$ cat src/rtl/bcd_display_scanner_if.sv
// Display-side bundle for the BCD scanner: the MM:SS value and display options go in,
// and the registered segment, colon, anode and frame-strobe outputs come back.
interface bcd_display_scanner_if;
    logic [15:0] D;
    logic        BLANK_LZ;
    logic        BLINK_EN;
    logic [6:0]  SEG;
    logic        DP;
    logic [3:0]  AN;
    logic        FRAME_DONE;

    modport master (output D, BLANK_LZ, BLINK_EN, input SEG, DP, AN, FRAME_DONE);
    modport slave  (input D, BLANK_LZ, BLINK_EN, output SEG, DP, AN, FRAME_DONE);
endinterface

$ cat src/rtl/bcd_display_scanner.sv
// Four-digit multiplexed seven-segment scanner. It captures the BCD value once per frame,
// applies an all-off guard at the start of each digit slot, and blinks the MM:SS colon.
module bcd_display_scanner #(
    parameter int unsigned SCAN_DIV  = 50000,
    parameter int unsigned GUARD     = 4,
    parameter int unsigned BLINK_DIV = 125
) (
    input  logic                  clk,
    input  logic                  RESET_N,
    bcd_display_scanner_if.slave  bus
);
    localparam int unsigned PC_W = $clog2(SCAN_DIV);
    localparam int unsigned FC_W = (BLINK_DIV > 1) ? $clog2(BLINK_DIV) : 1;

    function automatic logic [6:0] seg_decode(input logic [3:0] nib);
        logic [6:0] seg;
        case (nib)
            4'd0:    seg = 7'b1000000;
            4'd1:    seg = 7'b1111001;
            4'd2:    seg = 7'b0100100;
            4'd3:    seg = 7'b0110000;
            4'd4:    seg = 7'b0011001;
            4'd5:    seg = 7'b0010010;
            4'd6:    seg = 7'b0000010;
            4'd7:    seg = 7'b1111000;
            4'd8:    seg = 7'b0000000;
            4'd9:    seg = 7'b0010000;
            default: seg = 7'b0111111;
        endcase
        return seg;
    endfunction

    logic [PC_W-1:0] r_pc;
    logic [1:0]      r_idx;
    logic [15:0]     r_snap;
    logic [FC_W-1:0] r_fc;
    logic            r_phase;
    logic [6:0]      r_seg_p1;
    logic            r_dp_p1;
    logic [3:0]      r_an_p1;
    logic            r_frame_done_p1;

    logic            w_tick;
    logic            w_frame;
    logic [3:0]      w_nib;
    logic [6:0]      w_seg;
    logic            w_dp;
    logic [3:0]      w_an;

    assign w_tick  = (r_pc == PC_W'(SCAN_DIV - 1));
    assign w_frame = w_tick && (r_idx == 2'd3);
    assign w_nib   = r_snap[{r_idx, 2'b00} +: 4];

    always_ff @(posedge clk or negedge RESET_N) begin
        if (!RESET_N) begin
            r_pc    <= '0;
            r_idx   <= '0;
            r_snap  <= '0;
            r_fc    <= '0;
            r_phase <= 1'b0;
        end else begin
            r_pc <= w_tick ? '0 : r_pc + 1'b1;
            if (w_tick)
                r_idx <= r_idx + 2'd1;
            // The snapshot only moves at the frame boundary so a frame never mixes two counts.
            if (w_frame) begin
                r_snap <= bus.D;
                if (r_fc == FC_W'(BLINK_DIV - 1)) begin
                    r_fc    <= '0;
                    r_phase <= ~r_phase;
                end else begin
                    r_fc <= r_fc + 1'b1;
                end
            end
        end
    end

    always_comb begin
        w_seg = 7'b1111111;
        w_an  = 4'b1111;
        w_dp  = 1'b1;
        if (r_pc >= PC_W'(GUARD)) begin
            w_an = ~(4'b0001 << r_idx);
            if (!((r_idx == 2'd3) && bus.BLANK_LZ && (w_nib == 4'd0)))
                w_seg = seg_decode(w_nib);
            if ((r_idx == 2'd2) && (!bus.BLINK_EN || r_phase))
                w_dp = 1'b0;
        end
    end

    // Stage p1: registered pin drivers, one cycle behind the scan state.
    always_ff @(posedge clk or negedge RESET_N) begin
        if (!RESET_N) begin
            r_seg_p1        <= 7'b1111111;
            r_dp_p1         <= 1'b1;
            r_an_p1         <= 4'b1111;
            r_frame_done_p1 <= 1'b0;
        end else begin
            r_seg_p1        <= w_seg;
            r_dp_p1         <= w_dp;
            r_an_p1         <= w_an;
            r_frame_done_p1 <= w_frame;
        end
    end

    assign bus.SEG        = r_seg_p1;
    assign bus.DP         = r_dp_p1;
    assign bus.AN         = r_an_p1;
    assign bus.FRAME_DONE = r_frame_done_p1;
endmodule

$ cat src/flat_wrapper.sv
// flat-port wrapper written by rule: the top's interface ports become plain ports
module bcd_display_scanner_flat 
#(
    parameter int unsigned SCAN_DIV  = 50000,
    parameter int unsigned GUARD     = 4,
    parameter int unsigned BLINK_DIV = 125
)
  (clk, RESET_N, bus_D, bus_BLANK_LZ, bus_BLINK_EN, bus_SEG, bus_DP, bus_AN, bus_FRAME_DONE);
  bcd_display_scanner_if bus_i ();
  input  logic clk;
  input  logic RESET_N;
  input wire logic [$bits(bus_i.D)-1:0] bus_D;
  input wire logic [$bits(bus_i.BLANK_LZ)-1:0] bus_BLANK_LZ;
  input wire logic [$bits(bus_i.BLINK_EN)-1:0] bus_BLINK_EN;
  output wire logic [$bits(bus_i.SEG)-1:0] bus_SEG;
  output wire logic [$bits(bus_i.DP)-1:0] bus_DP;
  output wire logic [$bits(bus_i.AN)-1:0] bus_AN;
  output wire logic [$bits(bus_i.FRAME_DONE)-1:0] bus_FRAME_DONE;
  assign bus_i.D = bus_D;
  assign bus_i.BLANK_LZ = bus_BLANK_LZ;
  assign bus_i.BLINK_EN = bus_BLINK_EN;
  assign bus_SEG = bus_i.SEG;
  assign bus_DP = bus_i.DP;
  assign bus_AN = bus_i.AN;
  assign bus_FRAME_DONE = bus_i.FRAME_DONE;
  bcd_display_scanner #(.SCAN_DIV(SCAN_DIV), .GUARD(GUARD), .BLINK_DIV(BLINK_DIV)) u_core (.clk(clk), .RESET_N(RESET_N), .bus(bus_i));
endmodule
$ cat config.mk
export PLATFORM = sky130hd
export DESIGN_NAME = bcd_display_scanner_flat
export DESIGN_NICKNAME = d
export VERILOG_FILES = /design/src/rtl/bcd_display_scanner_if.sv /design/src/rtl/bcd_display_scanner.sv /design/src/flat_wrapper.sv
export SDC_FILE = /design/constraint.sdc
export NUM_CORES = 1
export LEC_CHECK = 0
export BUFFER_PORTS_ARGS = -buffer_cell sky130_fd_sc_hd__clkbuf_2
export CAP_MARGIN = 20
export CORE_ASPECT_RATIO = 1.1
export CORE_UTILIZATION = 25
export CTS_CLUSTER_DIAMETER = 40
export DETAILED_ROUTE_END_ITERATION = 8
export PLACE_DENSITY = 0.47
export SLEW_MARGIN = 20
export SYNTH_ARGS = -nofsm -noshare
export SYNTH_HDL_FRONTEND = slang
export SYNTH_SLANG_ARGS = --single-unit
$ cat constraint.sdc
create_clock -name clk -period 5.65 [get_ports clk]
set_input_delay 0.8475 -clock clk [delete_from_list [all_inputs] [get_ports clk]]
set_output_delay 0.8475 -clock clk [all_outputs]
set_load 0.02 [all_outputs]
* Yosys cells after proc, flatten, opt, wreduce, memory -nomap -nowiden *
Memories as Yosys holds them, arrays and structs flattened.
Cells that the tools add are included.

word-level totals
  flip-flop bits (word level) = 55
  bits in read-only memories = 112
  bits of input ports = 20
  output and inout port bits = 13
  logic and storage cells = 37
  memories = 1

operators by class
  add/sub/neg operators = 3
  magnitude comparators = 1
  equality and inequality tests = 4
  shift-type cells = 2
  multiplexer cells = 7
  bitwise operators = 2
  reductions and logical operators = 8

memory list
  name              depth  bits a word  rd ports  clocked after Yosys merged registers in  wr ports  line                       RTL
  (name not given)  16     7            1         0                                        0         bcd_display_scanner.sv:17  case (nib)

operators by type and width
  cell                                                                 number
  2-to-1 mux 7 bit                                                     3
  adder 16 x 1 -> 16 bit (second input constant)                       1
  == test 16 bit (second input constant)                               1
  greater-or-equal comparator 16 x 3 -> 1 bit (second input constant)  1
  2-to-1 mux 16 bit                                                    1
  indexed part select 16 x 5 -> 4 bit                                  1
  adder 7 x 1 -> 7 bit (second input constant)                         1
  == test 7 bit (second input constant)                                1
  == test 2 bit (second input constant)                                2
  logical AND 1 bit                                                    4
  zero test 4 bit                                                      1
  2-to-1 mux 4 bit                                                     1
  NOT 4 bit                                                            1
  left shift 1 x 2 -> 4 bit (first input constant)                     1
  adder 2 x 1 -> 2 bit (second input constant)                         1
  2-to-1 mux 1 bit                                                     2
  AND reduction 2 bit                                                  1
  zero test 1 bit                                                      1
  logical OR 1 bit                                                     1
  NOT 1 bit                                                            1

* Longest topological paths before layout *
Gate-level depths: netlist of the first run.

  word-level depth = 5
  mapped depth = 8
  gate-level depth less buffers = 7

* Worst setup path after synthesis of the first run *
OpenSTA, ideal clock, no wires.

  path type = register to register
  start point = reg u_core.r_idx[0]
  end point = reg u_core.r_seg_p1[5], in the netlist u_core.bus.SEG[5]
  setup time = 0.079 ns
  arrival = 1.987 ns
  required time = 5.571 ns
  path slack = 3.584 ns
  cell stages (with the launch flop) = 8
  clock period less this slack = 2.066 ns
  cells stage by stage = dfrtp_1 > clkbuf_1 > mux4_2 > inv_1 > ha_1 > nand3_1 > o311a_1 > o21ai_0

on the way
  longest elaborated chain between the ends = 5
  elaborated cells on any way between the ends = 8
  classes of those cells = eq/ne: 1; shift: 1; mux: 2; reduce/logical: 3; memory: 1

ends and longest elaborated chain
  element                                                                      line                       RTL
  start, declared                                                              bcd_display_scanner.sv:34  logic [1:0] r_idx;
  start signal, assigned                                                       bcd_display_scanner.sv:64  r_idx <= r_idx + 2'd1;
  parallel branches: the longest is 3 deep, another holds memory (16 x 7 bit)  -
  2-to-1 mux 7 bit *                                                           bcd_display_scanner.sv:84  if (!((r_idx == 2'd3) && bus.BLANK_LZ && (w_nib == 4'd0)))
  2-to-1 mux 7 bit *                                                           bcd_display_scanner.sv:82  if (r_pc >= PC_W'(GUARD)) begin
  net u_core.w_seg[5]                                                          bcd_display_scanner.sv:46  logic [6:0] w_seg;
  end signal, assigned                                                         bcd_display_scanner.sv:99  r_seg_p1 <= w_seg;
  end, declared                                                                bcd_display_scanner.sv:38  logic [6:0] r_seg_p1;

Mark *: on every way through the listed nets, which the timed path passes.
A chain may end at the register's enable or synchronous reset.

* Worst setup path after layout of the first run *
Same ends and word-level chain as after synthesis.

==> summary.md, run 1 <==
| Metric | Value |
|---|---|
| Remaining DRCs | `0` |
| Seq/Total Area, Yosys | `51.1%` |
| Fraction of the cycle the final worst path needs | `38.9%` |
| TritonCTS Buffers | `5` |
| Dominant cells by area after synthesis | `dfrtp_1 (40%), dfstp_2 (12%), ha_1 (6.4%)` |
| Final slew viol count | `0` |
| Max clock buf depth | `2` |
| Max Fclk | `0.455 GHz` |
| Max Fanout on Critical Path | `7` |
| Crit-path cells | `mux4_2, inv_1, ha_1, nand3_1, o311a_1, o21ai_0` |
| DP HPWL | `3.88 mm` |
| Tmin final | `2200 ps` |
| Status | `complete, no violations` |
| WL/cell | `13.0 um` |
| Ys async rst share | `100%` |
| Critical Path End Type | `flop` |
| CTS tree | `done` |
| DIE AREA | `11,300 sq um` |
| Crit path largest cell delay | `630 ps` |
| Clock Root Buffer | `clkbuf_16` |
| Antenna violations before repair | `0` |
| Synth Register Bits | `55` |
| Ant diodes | `0` |
| Htree depth | `2` |
| Largest net degree at the start of global routing | `56` |
| Initial Utilization | `25.9%` |
| GRT Total Usage | `10.5%` |
| Hold Fails Final Rpt | `0` |
| Filler cells | `1,089` |
| Worst Hold Path EP | `u_core.r_phase` |
| Fin area | `3170 sq um` |
| Skew final | `4.44 ps` |
| Hold depth | `1` |
| Leak | `1.37 nW` |
| Yosys top cell by area | `dfrtp_1` |
| Number of global-route vias before repair | `1,852` |
| Peak VDD IR | `0.133 mV` |
| Syn Nets | `270` |
| Power Dens Cells | `244 nW/um^2` |
| Remaining antenna violation count after routing | `0` |
| Drt initial violations | `56` |
| RR Endpoint | `u_core.bus.SEG[5]` |
| R2R Path Start | `u_core.r_idx[0]` |
| Worst r2r path cells | `6` |
| Die width | `101 um` |
| Hold_sp | `u_core.r_phase` |
| Ys Warns | `0` |
| Setup_tns | `0 ps` |
| First-pass detailed-route iteration total | `4` |
| Netlist cell types | `43` |
| Mapped Area | `2720 sq um` |
| Top_reg_cell synth | `dfrtp_1` |
| Pin slew with the least headroom to its limit | `713 ps` |
| Clock-pin slew on the worst setup and hold paths | `80 ps` |
| Final WL | `5.38 mm` |
| Top Ports | `33` |
| Avg Inst Size Synth | `11.5 sq um` |
| Critical path launch point type | `flop` |
| Post-synth EDFFs | `0` |
| Reg2reg setup slack | `3450 ps` |
| Number of max-cap violations | `0` |
| Critical Path AT | `2400 ps` |
| Min-Delay Path Class | `flop to flop` |
| Area growth syn-to-layout | `16.6%` |
| Num Clock Sinks | `55` |
| RSZ-0062 raised after global routing | `false` |
| GPL Wtd Cong | `0.728` |
| Final Net Count | `303` |
| Post-synth top area share | `39.6%` |
| First-pass GRT wire length | `9.29 mm` |
| Port Buffers | `32` |
| Critical path's slowest cell | `mux4_2` |
| Hold-fix buffers at CTS | `0` |
| WS Path Type | `flop to flop` |
| Avg Vias per Cell | `4.38` |
| CP required | `5850 ps` |
| Core area | `10,500 sq um` |
| FP Rows | `39` |
| Gr ovfl total | `0` |
| Skew-Pair Late Insertion Delay | `290 ps` |
| Die height | `111 um` |
| Rel. slew slack | `52.5%` |
| Cells after Synth | `236` |
| Area after DPL | `3020 sq um` |
| PostCTS Resize Cnt | `0` |
| Final Power | `775 uW` |
| Setup violators final | `0` |
| DR vias | `1,807` |
| Worst hold slack | `472 ps` |
| Post-CTS setup repair buffer count | `0` |
| Layout cells sized above 1 | `26.7%` |
==> critical path, delay by kind of cell (launching register included) <==
family / cells / cell delay, ps
fa+ha+maj: 1 / 180
simple gates: 1 / 100
flops: 1 / 550
mux: 1 / 630
buf+inv: 1 / 140
compound gates: 2 / 500
==> kinds of logic after synthesis <==
logic type      synth area share, %
compound gates                 7.41
xor+xnor                       4.83
fa+ha+maj                      6.44
buf+inv                        3.86
flops                          51.1
mux                            10.3
simple gates                   16.0
==> worst max path at each step <==
stage / startpoint / cells past startpoint / end / slack, ps
after global routing: u_core.r_idx[0] / 6 / u_core.bus.SEG[5] / 3270
final: u_core.r_idx[0] / 6 / u_core.bus.SEG[5] / 3450
after global placement: u_core.r_idx[0] / 6 / u_core.bus.SEG[5] / 3590
after detailed placement: u_core.r_idx[0] / 6 / u_core.bus.SEG[5] / 3460
after CTS: u_core.r_idx[0] / 6 / u_core.bus.SEG[5] / 3440
after floorplan: u_core.r_idx[0] / 7 / u_core.bus.SEG[5] / 3580
==> stage by stage <==
| stage | utilization [%] | std cells | worst slack (ps) |
|---|---|---|---|
| floorplan | - | 236 | 3580 |
| global placement | 28.8 | 405 | 3590 |
| detailed placement | 28.8 | 405 | 3460 |
| CTS | 30.2 | 413 | 3440 |
| global route | 30.2 | 413 | 3270 |
| finish | 30.2 | 413 | 3450 |
==> sequential cells by signal, summed over array words and instances (netlist names) <==
register,flops
u_core.bus.AN,4
u_core.bus.DP,1
u_core.bus.FRAME_DONE,1
u_core.bus.SEG,7
u_core.r_fc,7
u_core.r_idx,2
u_core.r_pc,16
u_core.r_phase,1
u_core.r_snap,16
==> cell type report <==
cell class	count	area [sq um]	share of cell area (%)
Clock buffer	5	125	3.95
Clock inverter	3	23.8	0.750
Inverter	16	60.1	1.89
Multi-Input combinational cell	158	1220	38.6
Sequential cell	55	1390	43.9
Tap cell	143	179	5.64
Timing Repair Buffer	33	168	5.29
==> power by group <==
group	switching (mW)	internal, mW
clock	0.153	0.167
combinational	0.0262	0.0181
sequential	0.00407	0.406
total	0.183	0.592
==> synth_stat cells, types with 2 or more instances <==
cell      number
o31ai_1        6
nor2b_1        2
nor2_1        15
mux2_1         7
buf_2          4
and4_1         3
dfrtp_1       43
xnor2_1        8
mux4_2         4
inv_1         16
nand2b_1       3
dfstp_2       12
o21ai_0       12
and2_1         4
nor3_1         5
mux2_2        10
nand3_1       12
nand3_4        2
a21oi_1        3
nand4_1        5
ha_1          14
nor4_1         4
and3_1         2
nand2_1       15
xor2_1         7
==> per-layer routing <==
layer	wire (um)	global-route usage [%]	up-vias
met5	0	0	-
met4	101	4.35	0
met3	177	1.88	6
met2	2390	15.6	33
met1	2710	15.0	874
li1	-	-	894
==> placed cells by master (no fill, tap or decap), drive strengths merged, types with 2 or more instances in the layout <==
cell	netlist	routed
a21oi	3	3
xor2	7	7
dfstp	12	12
nand3	14	14
nor2	15	15
inv	16	17
and2	4	4
dfrtp	43	43
mux4	4	4
o21ai	12	12
and4	3	3
nor2b	2	2
ha	14	14
clkbuf	2	37
nor3	6	6
nand4	5	5
nand2	15	15
mux2	17	17
xnor2	8	8
nand2b	3	3
nor4	5	5
o31ai	6	6
and3	2	2
Power figures use the tool's default switching activity.
==> run 2: changes to the inputs <==
- clock period: 5.65 -> 2.1 ns (I/O delays scaled with it)
==> summary.md, run 2 (synthesis results as in run 1) <==
| Metric | Value |
|---|---|
| CP required | `2310 ps (-3540 ps)` |
| Worst hold slack | `1.71 ps (-470 ps)` |
| Remaining DRCs | `0 (unchanged)` |
| Tmin final | `1990 ps (-206 ps)` |
| Critical path's slowest cell | `or4_1` |
| Num Clock Sinks | `55 (unchanged)` |
| WL/cell | `12.3 um (-5.1%)` |
| Status | `complete, no violations` |
| Crit-path cells | `ha_1, nand3_4, or3_1, or4_1, o21ai_0` |
| Core area | `10,500 sq um (unchanged)` |
| Placed insts | `416 (+2.7%)` |
| Power Dens Cells | `632 nW/um^2 (+160%)` |
| Critical path launch point type | `flop` |
| Final slew viol count | `0 (unchanged)` |
| Max Fclk | `0.501 GHz (+10%)` |
| GRT Total Usage | `10.6% (+0.083 points)` |
| RSZ-0062 raised after global routing | `false` |
| Number of max-cap violations | `0 (unchanged)` |
| Fraction of the cycle the final worst path needs | `95.0% (+56 points)` |
| Gr ovfl total | `0 (unchanged)` |
| Setup_tns | `0 ps (unchanged)` |
| Pin slew with the least headroom to its limit | `577 ps (-136 ps)` |
| Skew final | `7.81 ps (+3.37 ps)` |
| DIE AREA | `11,300 sq um (unchanged)` |
| GPL Wtd Cong | `0.797 (+9.5%)` |
| Htree depth | `2 (unchanged)` |
| Rel. slew slack | `61.5% (+9.1 points)` |
| Hold Fails Final Rpt | `0 (unchanged)` |
| First-pass detailed-route iteration total | `4 (unchanged)` |
| Hold-fix buffers at CTS | `0 (unchanged)` |
| Max Fanout on Critical Path | `8 (+1)` |
| Peak VDD IR | `0.288 mV (+120%)` |
| Setup violators final | `0 (unchanged)` |
| Remaining antenna violation count after routing | `0 (unchanged)` |
| Antenna violations before repair | `0 (unchanged)` |
| CTS tree | `done` |
| Max clock buf depth | `2 (unchanged)` |
| Worst r2r path cells | `5 (-1)` |
| Final Net Count | `319 (+5.3%)` |
| Finished Layout Cells | `429 (+3.9%)` |
| First-pass GRT wire length | `9.32 mm (+0.37%)` |
| Critical Path End Type | `flop` |
| Leak | `1.45 nW (+6.1%)` |
| Ant diodes | `0 (unchanged)` |
| Layout cells sized above 1 | `31.1% (+4.5 points)` |
| Area growth syn-to-layout | `21.6%` |
| Die width | `101 um (unchanged)` |
| Filler cells | `1,104 (+1.4%)` |
| Drt initial violations | `74 (+32%)` |
| Min-Delay Path Class | `input pin to asynchronous set/reset pin` |
| Top Ports | `33 (unchanged)` |
| WS Path Type | `flop to flop` |
| TritonCTS Buffers | `5 (unchanged)` |
| Die height | `111 um (unchanged)` |
| Commonest non-fill, non-tap cell in the layout | `dfrtp_1` |
| DP HPWL | `4.03 mm (+3.7%)` |
| Number of global-route vias before repair | `1,895 (+2.3%)` |
| Skew-Pair Late Insertion Delay | `300 ps (about the same)` |
| Top Registers | `u_core.r_pc x16, u_core.r_snap x16` |
| DR vias | `1,870 (+3.5%)` |
| Final WL | `5.30 mm (-1.5%)` |
| Initial Utilization | `25.9% (unchanged)` |
| Avg Vias per Cell | `4.36 (-0.37%)` |
| FP Rows | `39 (unchanged)` |
| Crit path largest cell delay | `530 ps (-100 ps)` |
| Largest net degree at the start of global routing | `35 (-38%)` |
| Most frequent cells in the layout | `dfrtp_1 (42), clkbuf_2 (32), inv_1 (16), buf_4 (16)` |
| Critical Path AT | `2210 ps (-190 ps)` |
| Clock-pin slew on the worst setup and hold paths | `70 ps (about the same)` |
| Final Power | `2.09 mW (+170%)` |
| Port Buffers | `32 (unchanged)` |
| Clock Root Buffer | `clkbuf_16` |
[run 2: cell count changes in the layout (fill, tap and decap cells not counted)]
cell,change
clkinv_2,-1
inv_6,+1
buf_4,+15
dfrtp_1,-1
buf_12,+1
dfrtp_2,+1
[run 2: through the flow]
stage | cell area (sq um) | util, % | setup slack, ps
2_1_floorplan | 2720 | - | 34.1
3_3_place_gp | 3120 | 29.7 | 113
3_5_place_dp | 3120 | 29.7 | 91.3
4_1_cts | 3270 | 31.2 | 63.9
5_1_grt | 3310 | 31.5 | 2.40
6_report | 3310 | 31.5 | 106
[run 2: worst max-delay path, delay by kind of cell (launching register included)]
family | cells | cell delay (ps)
AND/OR/NAND/NOR | 3 | 1150
flip-flops | 1 | 410
adder cells (fa/ha/maj) | 1 | 270
AO/OA/AOI/OAI | 1 | 80
[run 2: path summary, 6_finish.rpt]
kind | from | end | slack [ps]
setup reg to reg | u_core.r_pc[0] | u_core.r_fc[4] | 110
max in group asynchronous | RESET_N | u_core.bus.AN[1] | 1450
setup / recovery | u_core.r_pc[0] | u_core.r_fc[4] | 110
hold / removal | RESET_N | u_core.r_pc[10] | 2
min in group clk | bus_BLINK_EN | u_core.bus.DP | 220
hold reg to reg | u_core.r_phase | u_core.r_phase | 460
[run 2: repair_timing]
item	CTS	global route
buffers inserted	0	5
setup endpoints to repair	0	5
gates resized for setup	0	1
hold endpoints to repair	0	0
[run 2: layout make-up]
type                       count  area, sq um  share of cell area, %
tap                          143          179                   5.41
multi-input combinational    158         1220                   37.0
timing repair buffer          49          300                   9.08
inverter                      16         60.1                   1.82
clock inverter                 3         27.5                  0.832
clock buffer                   5          125                   3.78
sequential                    55         1390                   42.1
[run 2: where the power goes]
part | total (mW) | switching (mW) | internal (mW)
combinational | 0.128 | 0.0715 | 0.0565
clock | 0.858 | 0.403 | 0.455
sequential | 1.10 | 0.00977 | 1.09
total | 2.09 | 0.484 | 1.61
[run 2: metal layers]
layer | track usage, % | part of all wire, % | vias to the layer above
li1 | - | - | 930
met2 | 16.6 | 45 | 31
met5 | 0 | 0 | -
met1 | 13.9 | 50 | 903
met3 | 2.32 | 3.1 | 6
met4 | 4.73 | 1.9 | 0
